==> src/rtl/id_ex_stage.sv <==
// ID/EX pipeline register with load-use hazard detection, flush/hold handling
// and a saturating count of inserted hazard bubbles.
module id_ex_stage #(
    parameter int DATA_W = 32,
    parameter int REG_W  = 5,
    parameter int CNT_W  = 16
) (
    input  logic              clk,
    input  logic              rst,
    input  logic              hold,
    input  logic              flush,
    input  logic              id_RegWrite,
    input  logic              id_MemWrite,
    input  logic              id_ALUSrc,
    input  logic              id_RegDst,
    input  logic              id_MemtoReg,
    input  logic              id_signed_D,
    input  logic              id_jump,
    input  logic              id_jumpR,
    input  logic              id_update_signal,
    input  logic [2:0]        id_ALUcontrol,
    input  logic [2:0]        id_Branch,
    input  logic [DATA_W-1:0] id_pc4,
    input  logic [DATA_W-1:0] id_rs_data,
    input  logic [DATA_W-1:0] id_rt_data,
    input  logic [15:0]       id_imm,
    input  logic [REG_W-1:0]  id_rs,
    input  logic [REG_W-1:0]  id_rt,
    input  logic [REG_W-1:0]  id_rd,
    output logic              stall,
    output logic              ex_RegWrite,
    output logic              ex_MemWrite,
    output logic              ex_ALUSrc,
    output logic              ex_RegDst,
    output logic              ex_MemtoReg,
    output logic              ex_signed_D,
    output logic              ex_jump,
    output logic              ex_jumpR,
    output logic              ex_update_signal,
    output logic [2:0]        ex_ALUcontrol,
    output logic [2:0]        ex_Branch,
    output logic [DATA_W-1:0] ex_pc4,
    output logic [DATA_W-1:0] ex_rs_data,
    output logic [DATA_W-1:0] ex_rt_data,
    output logic [REG_W-1:0]  ex_rs,
    output logic [REG_W-1:0]  ex_rt,
    output logic [DATA_W-1:0] ex_imm,
    output logic [REG_W-1:0]  ex_dest,
    output logic [CNT_W-1:0]  bubble_cnt
);

    typedef struct packed {
        logic              RegWrite;
        logic              MemWrite;
        logic              ALUSrc;
        logic              RegDst;
        logic              MemtoReg;
        logic              signed_D;
        logic              jump;
        logic              jumpR;
        logic              update_signal;
        logic [2:0]        ALUcontrol;
        logic [2:0]        Branch;
        logic [DATA_W-1:0] pc4;
        logic [DATA_W-1:0] rs_data;
        logic [DATA_W-1:0] rt_data;
        logic [DATA_W-1:0] imm;
        logic [REG_W-1:0]  rs;
        logic [REG_W-1:0]  rt;
        logic [REG_W-1:0]  dest;
    } ex_t;

    ex_t              ex_q, ex_d, cap;
    logic [CNT_W-1:0] cnt_q, cnt_d;
    logic             uses_rs, uses_rt, hazard;

    // A bubble has MemtoReg=0, so a hazard can never persist past one cycle.
    always_comb begin
        uses_rs = !id_jump;
        uses_rt = id_RegDst | id_MemWrite | (id_Branch != 3'd0);
        hazard  = ex_q.MemtoReg & ex_q.RegWrite & (ex_q.dest != '0) &
                  ((uses_rs & (ex_q.dest == id_rs)) | (uses_rt & (ex_q.dest == id_rt)));
    end

    assign stall = hazard & !hold & !flush;

    always_comb begin
        cap.RegWrite      = id_RegWrite;
        cap.MemWrite      = id_MemWrite;
        cap.ALUSrc        = id_ALUSrc;
        cap.RegDst        = id_RegDst;
        cap.MemtoReg      = id_MemtoReg;
        cap.signed_D      = id_signed_D;
        cap.jump          = id_jump;
        cap.jumpR         = id_jumpR;
        cap.update_signal = id_update_signal;
        cap.ALUcontrol    = id_ALUcontrol;
        cap.Branch        = id_Branch;
        cap.pc4           = id_pc4;
        cap.rs_data       = id_rs_data;
        cap.rt_data       = id_rt_data;
        // signed_D=1 marks the logical-immediate ops, which zero-extend
        cap.imm           = id_signed_D ? {{(DATA_W-16){1'b0}}, id_imm}
                                        : {{(DATA_W-16){id_imm[15]}}, id_imm};
        cap.rs            = id_rs;
        cap.rt            = id_rt;
        cap.dest          = id_jump ? REG_W'(31) : (id_RegDst ? id_rd : id_rt);
    end

    always_comb begin
        ex_d  = cap;
        cnt_d = cnt_q;
        if (flush) begin
            ex_d = '0;
        end else if (hazard) begin
            ex_d = '0;
            if (cnt_q != '1) cnt_d = cnt_q + CNT_W'(1);
        end
    end

    always_ff @(posedge clk or posedge rst) begin
        if (rst) begin
            ex_q  <= '0;
            cnt_q <= '0;
        end else if (!hold) begin
            ex_q  <= ex_d;
            cnt_q <= cnt_d;
        end
    end

    assign ex_RegWrite      = ex_q.RegWrite;
    assign ex_MemWrite      = ex_q.MemWrite;
    assign ex_ALUSrc        = ex_q.ALUSrc;
    assign ex_RegDst        = ex_q.RegDst;
    assign ex_MemtoReg      = ex_q.MemtoReg;
    assign ex_signed_D      = ex_q.signed_D;
    assign ex_jump          = ex_q.jump;
    assign ex_jumpR         = ex_q.jumpR;
    assign ex_update_signal = ex_q.update_signal;
    assign ex_ALUcontrol    = ex_q.ALUcontrol;
    assign ex_Branch        = ex_q.Branch;
    assign ex_pc4           = ex_q.pc4;
    assign ex_rs_data       = ex_q.rs_data;
    assign ex_rt_data       = ex_q.rt_data;
    assign ex_rs            = ex_q.rs;
    assign ex_rt            = ex_q.rt;
    assign ex_imm           = ex_q.imm;
    assign ex_dest          = ex_q.dest;
    assign bubble_cnt       = cnt_q;

endmodule

==> config.mk <==
export PLATFORM = sky130hd
export DESIGN_NAME = id_ex_stage
export DESIGN_NICKNAME = d
export VERILOG_FILES = /design/src/rtl/id_ex_stage.sv
export SDC_FILE = /design/constraint.sdc
export NUM_CORES = 1
export LEC_CHECK = 0
export ABC_AREA = 1
export CORE_AREA = 2 2 130 132
export DETAILED_ROUTE_END_ITERATION = 10
export DIE_AREA = 0 0 132 134
export PLACE_DENSITY = 0.95
export SYNTH_ARGS = -nofsm -noshare
export SYNTH_HDL_FRONTEND = slang
export SYNTH_SLANG_ARGS = --single-unit
==> constraint.sdc <==
create_clock -name clk -period 10 [get_ports clk]
set_input_delay 1.5 -clock clk [delete_from_list [all_inputs] [get_ports clk]]
set_output_delay 1.5 -clock clk [all_outputs]
set_load 0.02 [all_outputs]
==> results of run 1 <==
[synth_stat cells (all sizes together)]
master,instances,share of area
nand3,155,0.15
o21ai,8,0.0054
nand3b,1,0.0027
o211ai,2,0.0020
buf,45,0.042
nand2,359,0.18
a31oi,1,0.00085
inv,24,0.012
ha,1,0.0017
clkbuf,22,0.011
xor2,7,0.0083
a21oi,1,0.0022
dfrtp,159,0.54
nor2,23,0.014
xnor2,6,0.0071
nand4,19,0.018
nor3,3,0.0020
[power groups by stage]
stage               Clock, mW  Sequential (mW)  Combinational [mW]
finish                  0.669            0.718               0.335
global route            0.705            0.723               0.358
CTS                     0.680            0.718               0.338
detailed placement          0            0.728               0.337
global placement            0            0.726               0.329
floorplan                   0            0.782              0.0935
[area by class of cell]
cell class / instances / area share
Antenna cell: 1 / 0.000224
Multi-Input combinational cell: 586 / 0.264
Tap cell: 220 / 0.0247
Clock buffer: 19 / 0.0406
Sequential cell: 159 / 0.357
Clock inverter: 12 / 0.0144
Inverter: 24 / 0.00853
Timing Repair Buffer: 325 / 0.290
[kinds of logic after synthesis]
| family | synth area share |
|---|---|
| buf+inv | 0.0654 |
| flops | 0.538 |
| xor+xnor | 0.0154 |
| fa+ha+maj | 0.00169 |
| compound gates | 0.0105 |
| simple gates | 0.369 |
[worst min-delay path by stage]
stage	depth (start not counted)	to	start	slack, ps
2_1_floorplan	2	ex_rs[2]	ex_rs[2]	590
3_3_place_gp	2	ex_pc4[28]	ex_pc4[28]	460
3_5_place_dp	2	ex_rs_data[17]	ex_rs_data[17]	460
4_1_cts	2	ex_rs_data[17]	ex_rs_data[17]	480
5_1_grt	2	ex_rs[2]	ex_rs[2]	500
6_report	2	ex_rs[2]	ex_rs[2]	480
[layer usage]
layer	vias to the layer above	wire (um)	GRT usage
li1	3216	-	-
met1	3355	8610	0.297
met2	313	11900	0.465
met3	44	1880	0.0782
met4	0	629	0.0984
met5	-	0	0
[worst max-delay path, stage by stage]
cell and delay (ps):
clkdlybuf4s50_1 790, nor2_1 110, nand3_1 180, nand2_1 70, inv_1 60, nand3_2 110
nand2_4 130, nand2_8 280, nor2_2 220, clkdlybuf4s50_1 630
[state kept, by name, summed over array words and instances, names as in the netlist]
name	count
ex_pc4	32
ex_rs_data	32
ex_rt_data	32
ex_imm	17
bubble_cnt	16
ex_dest	5
ex_rs	5
ex_rt	5
ex_ALUcontrol	3
ex_Branch	3
ex_ALUSrc	1
ex_MemWrite	1
ex_MemtoReg	1
ex_RegDst	1
ex_RegWrite	1
ex_jump	1
ex_jumpR	1
ex_signed_D	1
ex_update_signal	1
[per-stage QoR]
stage,cell area (um2),utilization
floorplan,7400,-
global placement,10500,0.647
detailed placement,10500,0.647
CTS,11100,0.684
global route,11200,0.685
finish,11200,0.685
==> reports/results.ini, run 1 <==
[status]
status=complete, no violations

[place]
dp_cells=1314
io_buffers=320
routabilityCongestion=0.847
post-place-ws_ps=4380
dp_hpwl_um=16200

[clock_network]
clkSinkCount=159
cts_resized=0
htree_levels=4
clockBufferDepth=2
cts_tree=done
post_cts_buffers=0
insertion_delay_ps=410
numCtsBuffers=17
clock-root-buffer=clkbuf_16
hold_buffers=0
clk_pin_slew_ps=60

[pwr]
power_density_nw_per_um2=154
leakagePower_nw=5.32
max-vdd-ir-drop_mv=0.111
pwr-share-comb=0.195
p_switching_mw=0.466
p_clk_frac=0.389
total_power_mw=1.72
pwr-share-seq=0.417
switching_share=0.270
p_int_mw=1.26

[floorplanning]
ios=321
initial_core_util=0.454
die_area_um2=17700
rows=47
chipHeight_um=134
core_area_um2=16300
die_x_um=132

[yosys]
syn_area_um2=7400
avgSynthCellArea_um2=8.85
ys_types=28
synthCells=836
yosysWarningCount=0
synth_nets=983
synth_seq_cells=159
seq_area_frac_synth=0.538

[worst_setup_path]
reg2reg_depth=8
timing.rr.start=ex_dest[2]
worst-path-max-fanout=65
crit_path_end_kind=output port
worst-setup-path-type=in2out
arrival_ps=4120
crit_start=id_RegDst
r2r_end=ex_jump
r2r_slack_ps=7330
critical_path_required_ps=8500
crit_end=stall
setup.worst_path.start_class=primary input

[cells_and_area]
drive_above_1_share=0.103
instances_no_fill=1346
final_common_cell=nand2_1
final_cell_mix=nand2_1 (356), clkdlybuf4s50_1 (319), dfrtp_1 (159)
nFillCells=1212
areaGrowthSynthToFinish_pct=50.7
nNetsFinal=1260
seq_area_um2=3980
multiInputGateArea_um2=2950

[sta]
holdWs_ps=476
hold_viol_final=0
relSlewSlack=0.206
slew_viol_final=0
finalSetupViolCount=0
tightestPinTransition_ps=1190
fin_ws_ps=4380
period_share=0.562
min_period_ps=5620
skew_ps=9.10
rsz0062_at_grt=false
clock.fmax_mhz=178
setup_tns_ps=0

[routing]
dr.pass1.iters=6
drc_errors=0
vias=6928
initialDrtViolationCount=394
avgRoutedWirePerCell_um=17.1
viasPerCell=5.15
wl_um=23000
antenna_left=0

[grt]
antenna_found_initial=1
grt_first_pass_wirelength_um=36700
grt_pass1_vias=7025
overflow=0
grt_max_degree=109
track_usage=0.261

[min_path]
hold_path_class=reg2reg

[run]
cap_violations=0

Power figures use the tool's default switching activity.
==> run 2, diff against run 1 <==
Settings changed: CORE_AREA 2 2 130 132 to 2 2 135 137, DIE_AREA 0 0 132 134 to 0 0 137 139, PLACE_DENSITY 0.95 to 0.89.
Clock period 10 ns to 5.41 ns, I/O delays scaled along.
==> run 2 against run 1 <==
Effect of this change:
- first-iteration DRC count is 24% lower
- die area is 7.7% higher
- design area is 0.31% higher
- critical path depth stayed put
- combinational power is 83% higher
- clock skew is 0.78 ps lower
- register-to-register slack worse by 4600 ps
- setup slack worse by 3200 ps
- sequential power is 84% higher
- worst hold slack hardly changed
- sequential cell count stayed put
- critical endpoint unchanged
- largest cell class unchanged
- largest power group unchanged
==> reports/results.ini, run 2 (same netlist as run 1, synthesis figures left out) <==
[grt]
antenna_found_initial=0  ; -1
grt_first_pass_wirelength_um=34700  ; -5.5%
track_usage=0.230  ; -0.0311
grt_max_degree=84  ; -23%
grt_pass1_vias=6696  ; -4.7%
overflow=0  ; unchanged

[floorplanning]
die_area_um2=19000  ; +7.7%
core_area_um2=17700  ; +8.4%
chipHeight_um=139  ; +3.7%
rows=49  ; +4.3%
ios=321  ; unchanged
initial_core_util=0.419  ; -0.0352
die_x_um=137  ; +3.8%

[worst_setup_path]
arrival_ps=3440  ; -680 ps
r2r_end=ex_pc4[6]
cp_num_buf_inv=3  ; unchanged
setup.worst_path.start_class=primary input
crit_end=stall
cp_num_cells=10  ; unchanged
critPathTopFamily=buffers and inverters
crit_path_end_kind=output port
critical_path_required_ps=4600  ; -3900 ps
cpMostUsedCell=clkdlybuf4s50_1
reg2reg_depth=8  ; unchanged
worst-setup-path-type=in2out
cp_slowest_cell=clkdlybuf4s50_1
r2r_slack_ps=2730  ; -4600 ps
slowest_delay_ps=780  ; about the same
crit_start=id_RegDst
path_cells=clkdlybuf4s50_1 > nor2_1 > nand3_1 > nand2_1 > inv_1 > nand3_2 > nand2_4 > nand2_8 > nor2_2 > clkdlybuf4s50_1
timing.rr.start=ex_dest[2]
worst-path-max-fanout=69  ; +6.2%

[cells_and_area]
drive_above_1_share=0.105  ; +0.00159
stdcell_area_um2=11200  ; +0.31%
diodes=0  ; -1
final_cell_mix=nand2_1 (356), clkdlybuf4s50_1 (319), dfrtp_1 (159)
postLayoutCoreUtil=0.634  ; -0.0510
areaGrowthSynthToFinish_pct=51.2
final_common_cell=nand2_1
nNetsFinal=1261  ; +0.079%

[place]
dp_hpwl_um=15200  ; -6.1%
placed_area_um2=10600  ; +0.18%
io_buffers=320  ; unchanged
routabilityCongestion=0.816  ; -3.7%

[pwr]
leakagePower_nw=5.34  ; +0.27%
max-vdd-ir-drop_mv=0.206  ; +85%
power_density_nw_per_um2=288  ; +87%

[clock_network]
clockBufferDepth=2  ; unchanged
hold_buffers=0  ; unchanged
numCtsBuffers=17  ; unchanged
cts_resized=0  ; unchanged
post_cts_buffers=0  ; unchanged
htree_levels=4  ; unchanged
clock-root-buffer=clkbuf_16
insertion_delay_ps=420  ; about the same
clkSinkCount=159  ; unchanged
cts_tree=done
clk_pin_slew_ps=60  ; about the same

[sta]
holdWs_ps=477  ; +0.364 ps
period_share=0.785
skew_ps=8.31  ; -0.785 ps
relSlewSlack=0.296  ; +0.0900
tightestPinTransition_ps=1060  ; -135 ps
finalSetupViolCount=0  ; unchanged
rsz0062_at_grt=false
slew_viol_final=0  ; unchanged
clock.fmax_mhz=235
min_period_ps=4250
setup_tns_ps=0  ; unchanged
hold_viol_final=0  ; unchanged

[routing]
wl_um=21800  ; -5.2%
dr.pass1.iters=5  ; -1
drc_errors=0  ; unchanged
viasPerCell=4.95  ; -3.7%
initialDrtViolationCount=301  ; -24%
avgRoutedWirePerCell_um=16.1  ; -5.9%
antenna_left=0  ; unchanged
vias=6718  ; -3.0%

[min_path]
whs_path_depth=2  ; unchanged
hold_path_class=reg2reg

[status]
status=complete, no violations

[run]
cap_violations=0  ; unchanged

[run 2: tightest hold or removal path, cell delays in order (launching register included)]
cell and delay [ps]:
dfrtp_1 340, nand2_1 50, nand2_1 60
[run 2: metal layers]
layer  global-route usage  routed length (um)  vias to the layer above
met3               0.0673                1770                       44
met5                    0                   0                        -
met4               0.0803                 572                        0
met2                0.377               10600                      278
li1                     -                   -                     3223
met1                0.289                8820                     3173
[run 2: final cells by class]
| cell class | count | area [um2] |
|---|---|---|
| clock inverters | 14 | 193 |
| repair buffers | 326 | 3250 |
| inverters | 24 | 95.1 |
| flip-flops and latches | 159 | 3980 |
| multi-input cells | 586 | 2950 |
| well taps | 229 | 287 |
| clock buffers | 18 | 439 |
| fillers | 1443 | 6470 |
[run 2: metrics by stage]
stage	instances	setup slack, ps	power (mW)
5_1_grt	1356	939	3.36
3_5_place_dp	1324	1110	1.96
3_3_place_gp	1324	1150	1.95
6_report	1356	1160	3.23
2_1_floorplan	836	307	1.62
4_1_cts	1356	1110	3.26
[run 2: worst min-delay path by stage]
stage | slack, ps | from | endpoint
finish | 480 | ex_rt_data[18] | ex_rt_data[18]
global route | 490 | ex_rt_data[11] | ex_rt_data[11]
CTS | 480 | ex_rs_data[15] | ex_rs_data[15]
detailed placement | 460 | ex_rs_data[0] | ex_rs_data[0]
global placement | 460 | ex_rs[2] | ex_rs[2]
floorplan | 590 | ex_rs[2] | ex_rs[2]
[run 2: power by group]
part | leakage [nW] | switching (mW) | internal, mW
clock | 0.309 | 0.532 | 0.759
combinational | 2.94 | 0.314 | 0.299
sequential | 2.08 | 0.0519 | 1.27
total | 5.34 | 0.898 | 2.33
==> run 3, diff against run 2 <==
Clock period 5.41 ns to 4.4 ns, I/O delays scaled along.
==> run 3 against run 2 <==
Effect of this change:
- first-iteration DRC count grew 40%
- power grew 21%
- critical path type unchanged
- clock-buffer cell count grew 1
- design area is essentially flat
- critical path depth is the same
==> reports/results.ini, run 3 (same netlist as run 1, synthesis figures left out) <==
[sta]
relSlewSlack=0.329  ; +0.0333
slew_viol_final=0  ; unchanged
holdWs_ps=480  ; +3.67 ps
clock.fmax_mhz=290
skew_ps=15.3  ; +7.03 ps
fin_ws_ps=947  ; -215 ps
hold_viol_final=0  ; unchanged
period_share=0.785
rsz0062_at_grt=false
finalSetupViolCount=0  ; unchanged
setup_tns_ps=0  ; unchanged
min_period_ps=3450
tightestPinTransition_ps=1010  ; -49.9 ps

[worst_setup_path]
arrival_ps=2790  ; -650 ps
cpMostUsedCell=clkdlybuf4s50_1
cp_slowest_cell=clkdlybuf4s50_1
r2r_slack_ps=2050  ; -680 ps
worst-setup-path-type=in2out
path_cells=clkdlybuf4s50_1 > nor2_1 > nand3_1 > nand2_1 > inv_1 > nand3_2 > nand2_4 > nand2_8 > nor2_2 > clkdlybuf4s50_1
worst-path-max-fanout=11  ; -84%
crit_path_end_kind=output port
setup.worst_path.start_class=primary input
slowest_delay_ps=750  ; -30 ps
critical_path_required_ps=3740  ; -860 ps

[floorplanning]
initial_core_util=0.419  ; unchanged
ios=321  ; unchanged
chipHeight_um=139  ; unchanged
core_area_um2=17700  ; unchanged
rows=49  ; unchanged
die_area_um2=19000  ; unchanged
die_x_um=137  ; unchanged

[cells_and_area]
final_common_cell=nand2_1
postLayoutCoreUtil=0.633  ; about the same
stdcell_area_um2=11200  ; about the same
areaGrowthSynthToFinish_pct=51.1  ; about the same
nFillCells=1451  ; +0.55%
seq_area_um2=3980  ; unchanged
drive_above_1_share=0.104  ; -0.000795
nNetsFinal=1260  ; -0.079%
final_cell_mix=nand2_1 (356), clkdlybuf4s50_1 (319), dfrtp_1 (159)
multiInputGateArea_um2=2950  ; unchanged
diodes=0  ; unchanged

[clock_network]
post_cts_buffers=0  ; unchanged
hold_buffers=0  ; unchanged
clkSinkCount=159  ; unchanged
clockBufferDepth=2  ; unchanged
clock-root-buffer=clkbuf_16
clk_pin_slew_ps=70  ; about the same
cts_tree=done
insertion_delay_ps=430  ; about the same
numCtsBuffers=17  ; unchanged
cts_resized=0  ; unchanged
htree_levels=4  ; unchanged

[grt]
grt_pass1_vias=6702  ; +0.090%
grt_max_degree=161  ; +92%
grt_first_pass_wirelength_um=35100  ; +1.2%
track_usage=0.233  ; +0.00302
overflow=0  ; unchanged
antenna_found_initial=0  ; unchanged

[pwr]
pwr-share-seq=0.419  ; +0.009
switching_share=0.279  ; +0.000563
leakagePower_nw=5.31  ; -0.44%
p_switching_mw=1.09  ; +21%
pwr-share-comb=0.194  ; +0.004
power_density_nw_per_um2=349  ; +21%
max-vdd-ir-drop_mv=0.309  ; +50%
p_clk_frac=0.387  ; -0.013
p_int_mw=2.81  ; +21%

[place]
io_buffers=320  ; unchanged
post-place-ws_ps=914  ; -196 ps
routabilityCongestion=0.802  ; -1.7%
dp_hpwl_um=15400  ; +1.3%
placed_area_um2=10600  ; +0.15%

[routing]
avgRoutedWirePerCell_um=16.5  ; +2.8%
viasPerCell=5.06  ; +2.2%
dr.pass1.iters=6  ; +1
drc_errors=0  ; unchanged
wl_um=22400  ; +2.7%
antenna_left=0  ; unchanged
vias=6860  ; +2.1%
initialDrtViolationCount=422  ; +40%

[run]
cap_violations=0  ; unchanged

[min_path]
hold_path_class=reg2reg

[status]
status=complete, no violations

[run 3: area by class of cell]
type | instances | share of cell area
repair buffers | 325 | 0.292
multi-input cells | 586 | 0.264
clock inverters | 13 | 0.0137
well taps | 229 | 0.0256
clock buffers | 19 | 0.0405
inverters | 24 | 0.00840
flip-flops and latches | 159 | 0.356
[run 3: critical path, delay by kind of cell]
family	cells	cell delay, ps
buffers and inverters	3	1470
AND/OR/NAND/NOR	7	640
[run 3: metal layers]
metal  vias to the layer above  global-route usage  wire (um)
met4                         0              0.0814        588
met5                         -                   0          0
met2                       284               0.390      11100
li1                       3228                   -          -
met3                        43              0.0757       1960
met1                      3305               0.281       8780
[run 3: stage by stage]
| stage | power [mW] | std cells |
|---|---|---|
| after floorplan | 1.99 | 836 |
| after global placement | 2.40 | 1323 |
| after detailed placement | 2.42 | 1323 |
| after CTS | 3.94 | 1355 |
| after global routing | 4.06 | 1355 |
| final | 3.90 | 1355 |
[run 3: path summary, 6_finish.rpt]
path                                start        endpoint  cells past startpoint
setup / recovery                id_RegDst           stall                     10
hold / removal             ex_rs_data[26]  ex_rs_data[26]                      2
setup reg to reg               ex_dest[2]      ex_pc4[15]                      8
hold reg to reg            ex_rs_data[26]  ex_rs_data[26]                      2
max in group asynchronous             rst   ex_rs_data[4]                      3
min in group asynchronous             rst      ex_pc4[18]                      3
[run 3: power by group through the flow]
stage               logic [mW]  registers [mW]  clock network (mW)
floorplan                0.213            1.78                   0
global placement         0.749            1.65                   0
detailed placement       0.763            1.66                   0
CTS                      0.765            1.63                1.55
global route             0.813            1.64                1.61
finish                   0.756            1.63                1.51
==> RTL edit 1: new RTL, config.mk and constraints of run 2 <==
The parameter `DATA_W` goes from 32 to 64.
--- a/src/rtl/id_ex_stage.sv
+++ b/src/rtl/id_ex_stage.sv
@@ -2,5 +2,5 @@
 // and a saturating count of inserted hazard bubbles.
 module id_ex_stage #(
-    parameter int DATA_W = 32,
+    parameter int DATA_W = 64,
     parameter int REG_W  = 5,
     parameter int CNT_W  = 16
Ports: changed (7 resized); port bits go from 321 to 545. No check against the original RTL was run, so the function may have changed too.
==> RTL edit 1 against run 2 <==
- the flow now stops in 3_2_place_iop
- area after synthesis rose by 50%
==> RTL edit 1: results (changes against run 2) <==
| Metric | Value |
|---|---|
| Top_reg_cell synth | `dfrtp_1 (unchanged)` |
| Mapped Nets | `1,530 (was 983)` |
| Horiz. Die Dim | `137 um (unchanged)` |
| Post-synth top cells | `nand2_1, dfrtp_1, nand3_1 (unchanged)` |
| Err | `[ERROR PPL-0024] Number of IO pins (545) exceeds maximum number of available positions (490). Increase the die perimeter from 552.00um to 741.20um.` |
| Ranking of synthesized cells by area | `dfrtp_1, nand2_1, nand3_1 (was dfrtp_1, nand2_1, nand3_2)` |
| Post-synthesis cell count | `1,287 (was 836)` |
| Ys async rst share | `100% (unchanged)` |
| Seq cells post-synth | `255 (was 159)` |
| Yosys warnings | `0 (unchanged)` |
| Status | `aborted with a tool error (was finished clean)` |
| Last stage | `3_2_place_iop` |
| Seq/Total Area, Yosys | `57.3% (was 53.8%)` |
| Synth cell types | `23 (was 28)` |
## RTL edit 1: kinds of logic after synthesis
kind of cell               share of synthesized area, %
DFF                                                57.3
xor gates and xnor gates                           1.18
and+or+nand+nor                                    32.2
buffers and inverters                              8.60
adders and majority gates                         0.112
AOI/OAI and AO/OA                                 0.551
==> RTL edit 2: new RTL, flow settings as in run 2 <==
Without the edit above. Register the output `bubble_cnt` once more; this adds one clock of latency there. The other outputs are not delayed to match.
--- a/src/rtl/id_ex_stage.sv
+++ b/src/rtl/id_ex_stage.sv
@@ -147,5 +147,7 @@
     assign ex_imm           = ex_q.imm;
     assign ex_dest          = ex_q.dest;
-    assign bubble_cnt       = cnt_q;
+    always_ff @(posedge clk) begin
+        bubble_cnt <= cnt_q;
+    end
 
 endmodule
Function: changed (a bounded check fails within 4 cycles, from zero or initial values and one cycle with rst high).
==> RTL edit 2 against run 2 <==
- fmax is 4.3% higher
- power decreased by 0.18%
- combinational power increased by 1%
- first-iteration DRC count grew 12%
- synthesized cell count up 1.1%
- design area rose by 2.2%
- register-to-register slack got worse by 180 ps
- area after synthesis increased by 5.0%
- worst setup slack gained 180 ps
- wire length rose by 7.4%
- sequential cell count increased by 16
- critical path type unchanged
==> RTL edit 2: results (changes against run 2) <==
| Metric | Value |
|---|---|
| Status | `finished clean (unchanged)` |
| Reg-to-reg critical path startpoint | `ex_dest[4]$_DFFE_PP0N_ (was ex_dest[2]$_DFFE_PP0N_)` |
| Largest net degree at the start of global routing | `160 (was 84)` |
| Clock buffers | `17 (was 18)` |
| Diodes inserted | `1 (was 0)` |
| Max rail drop VDD | `0.000226 V (was 0.000206 V)` |
| Layout cells sized above 1 | `10.9% (was 10.5%)` |
| Period minus WS final | `4070 ps (was 4250 ps)` |
| Non-clock inverters | `22 (was 24)` |
| First-pass GRT wire length | `36.9 mm (was 34.7 mm)` |
| RD Place Congestion | `0.878 (was 0.816)` |
| Ranking of synthesized cells by area | `dfrtp_1, nand2_1, nand3_2 (unchanged)` |
| Post-Route WL | `23.4 mm (was 21.8 mm)` |
| Initial antenna violation count | `1 (was 0)` |
| Dpl cells | `1,332 (was 1,324)` |
| Hold EP | `bubble_cnt[13]$_DFF_P_ (was ex_rt_data[18]$_DFFE_PP0N_)` |
| Mapped Nets | `992 (was 983)` |
| Hold Path Cell Cnt | `0 (was 2)` |
| Actual slew at the worst max-slew pin | `1040 ps (was 1060 ps)` |
| Synth cell types | `31 (was 28)` |
| Ys async rst share | `90.9% (was 100%)` |
| Place WS | `1370 ps (was 1110 ps)` |
| DP HPWL | `16.0 mm (was 15.2 mm)` |
| P_leak | `5.35 nW (was 5.34 nW)` |
| DRT iter0 DRCs | `338 (was 301)` |
| Fin Clk Skew | `8.48 ps (was 8.31 ps)` |
| Post-Synth Adder-Cell Area | `0.161% (was 0.169%)` |
| Final instance area | `0.0114 mm^2 (was 0.0112 mm^2)` |
| Non-clock buffer share of cell area | `28.4% (was 29.0%)` |
| R2r setup slk | `2550 ps (was 2730 ps)` |
| Seq/Total Area, Yosys | `55.3% (was 53.8%)` |
| Compound-Gate Fraction of Synth Area | `0.821% (was 1.05%)` |
| CTS sink count | `175 (was 159)` |
| Synthesized area per cell | `9.19 um^2 (was 8.85 um^2)` |
| Vias per cell | `5.07 (was 4.95)` |
| Non-clock buffers | `325 (was 326)` |
| Post-synth top cells | `nand2_1, dfrtp_1, nand3_1 (unchanged)` |
| WHS | `426 ps (was 477 ps)` |
| Multi-input gates | `581 (was 586)` |
| Reg2reg path depth | `10 (was 8)` |
| Switching pwr | `0.927 mW (was 0.898 mW)` |
## RTL edit 2: changes by cell type in the layout (fill, tap and decap cells not counted), sizes merged, moves of 2 or more
| cell | run 2 | this run |
|---|---|---|
| nand3 | 155 | 153 |
| clkinv | 1 | 5 |
| nand2 | 359 | 352 |
| or2 | 0 | 2 |
| xor2 | 7 | 9 |
| clkinvlp | 1 | 4 |
| nor3 | 3 | 5 |
| inv | 33 | 28 |
| xnor2 | 6 | 8 |
| bufinv | 3 | 0 |
| dfxtp | 0 | 16 |
## RTL edit 2: power by group through the flow
stage	combinational [mW]	clock [mW]	sequential, mW
after global routing	0.663	1.23	1.45
after CTS	0.623	1.18	1.44
after floorplan	0.172	0	1.57
after global placement	0.610	0	1.46
after detailed placement	0.621	0	1.47
final	0.619	1.16	1.44
## RTL edit 2: critical path, cell delays in order
cell             delay [ps]
clkdlybuf4s50_1         640
or2_1                   160
nor2_1                   40
nor2_1                  130
nand2_2                 100
nand2_2                 140
nand2_8                 330
nor3_1                  260
clkdlybuf4s50_1         640
## RTL edit 2: layer usage
metal | routed length, um | share of wire, % | global-route usage [%] | vias to the layer above
met2 | 11700 | 50 | 41.3 | 259
li1 | - | - | - | 3258
met5 | 0 | 0 | 0 | -
met3 | 1910 | 8.2 | 7.13 | 55
met1 | 8980 | 38 | 29.1 | 3352
met4 | 825 | 3.5 | 11.5 | 0
## RTL edit 2: logic make-up (layout without fill, tap and decap cells)
group / after synthesis / count (layout)
adder cells (fa/ha/maj): 1 / 1
XOR/XNOR: 17 / 17
buffers and inverters: 89 / 379
AO/OA/AOI/OAI: 10 / 10
other: 0 / 1
AND/OR/NAND/NOR: 553 / 553
flip-flops: 175 / 175
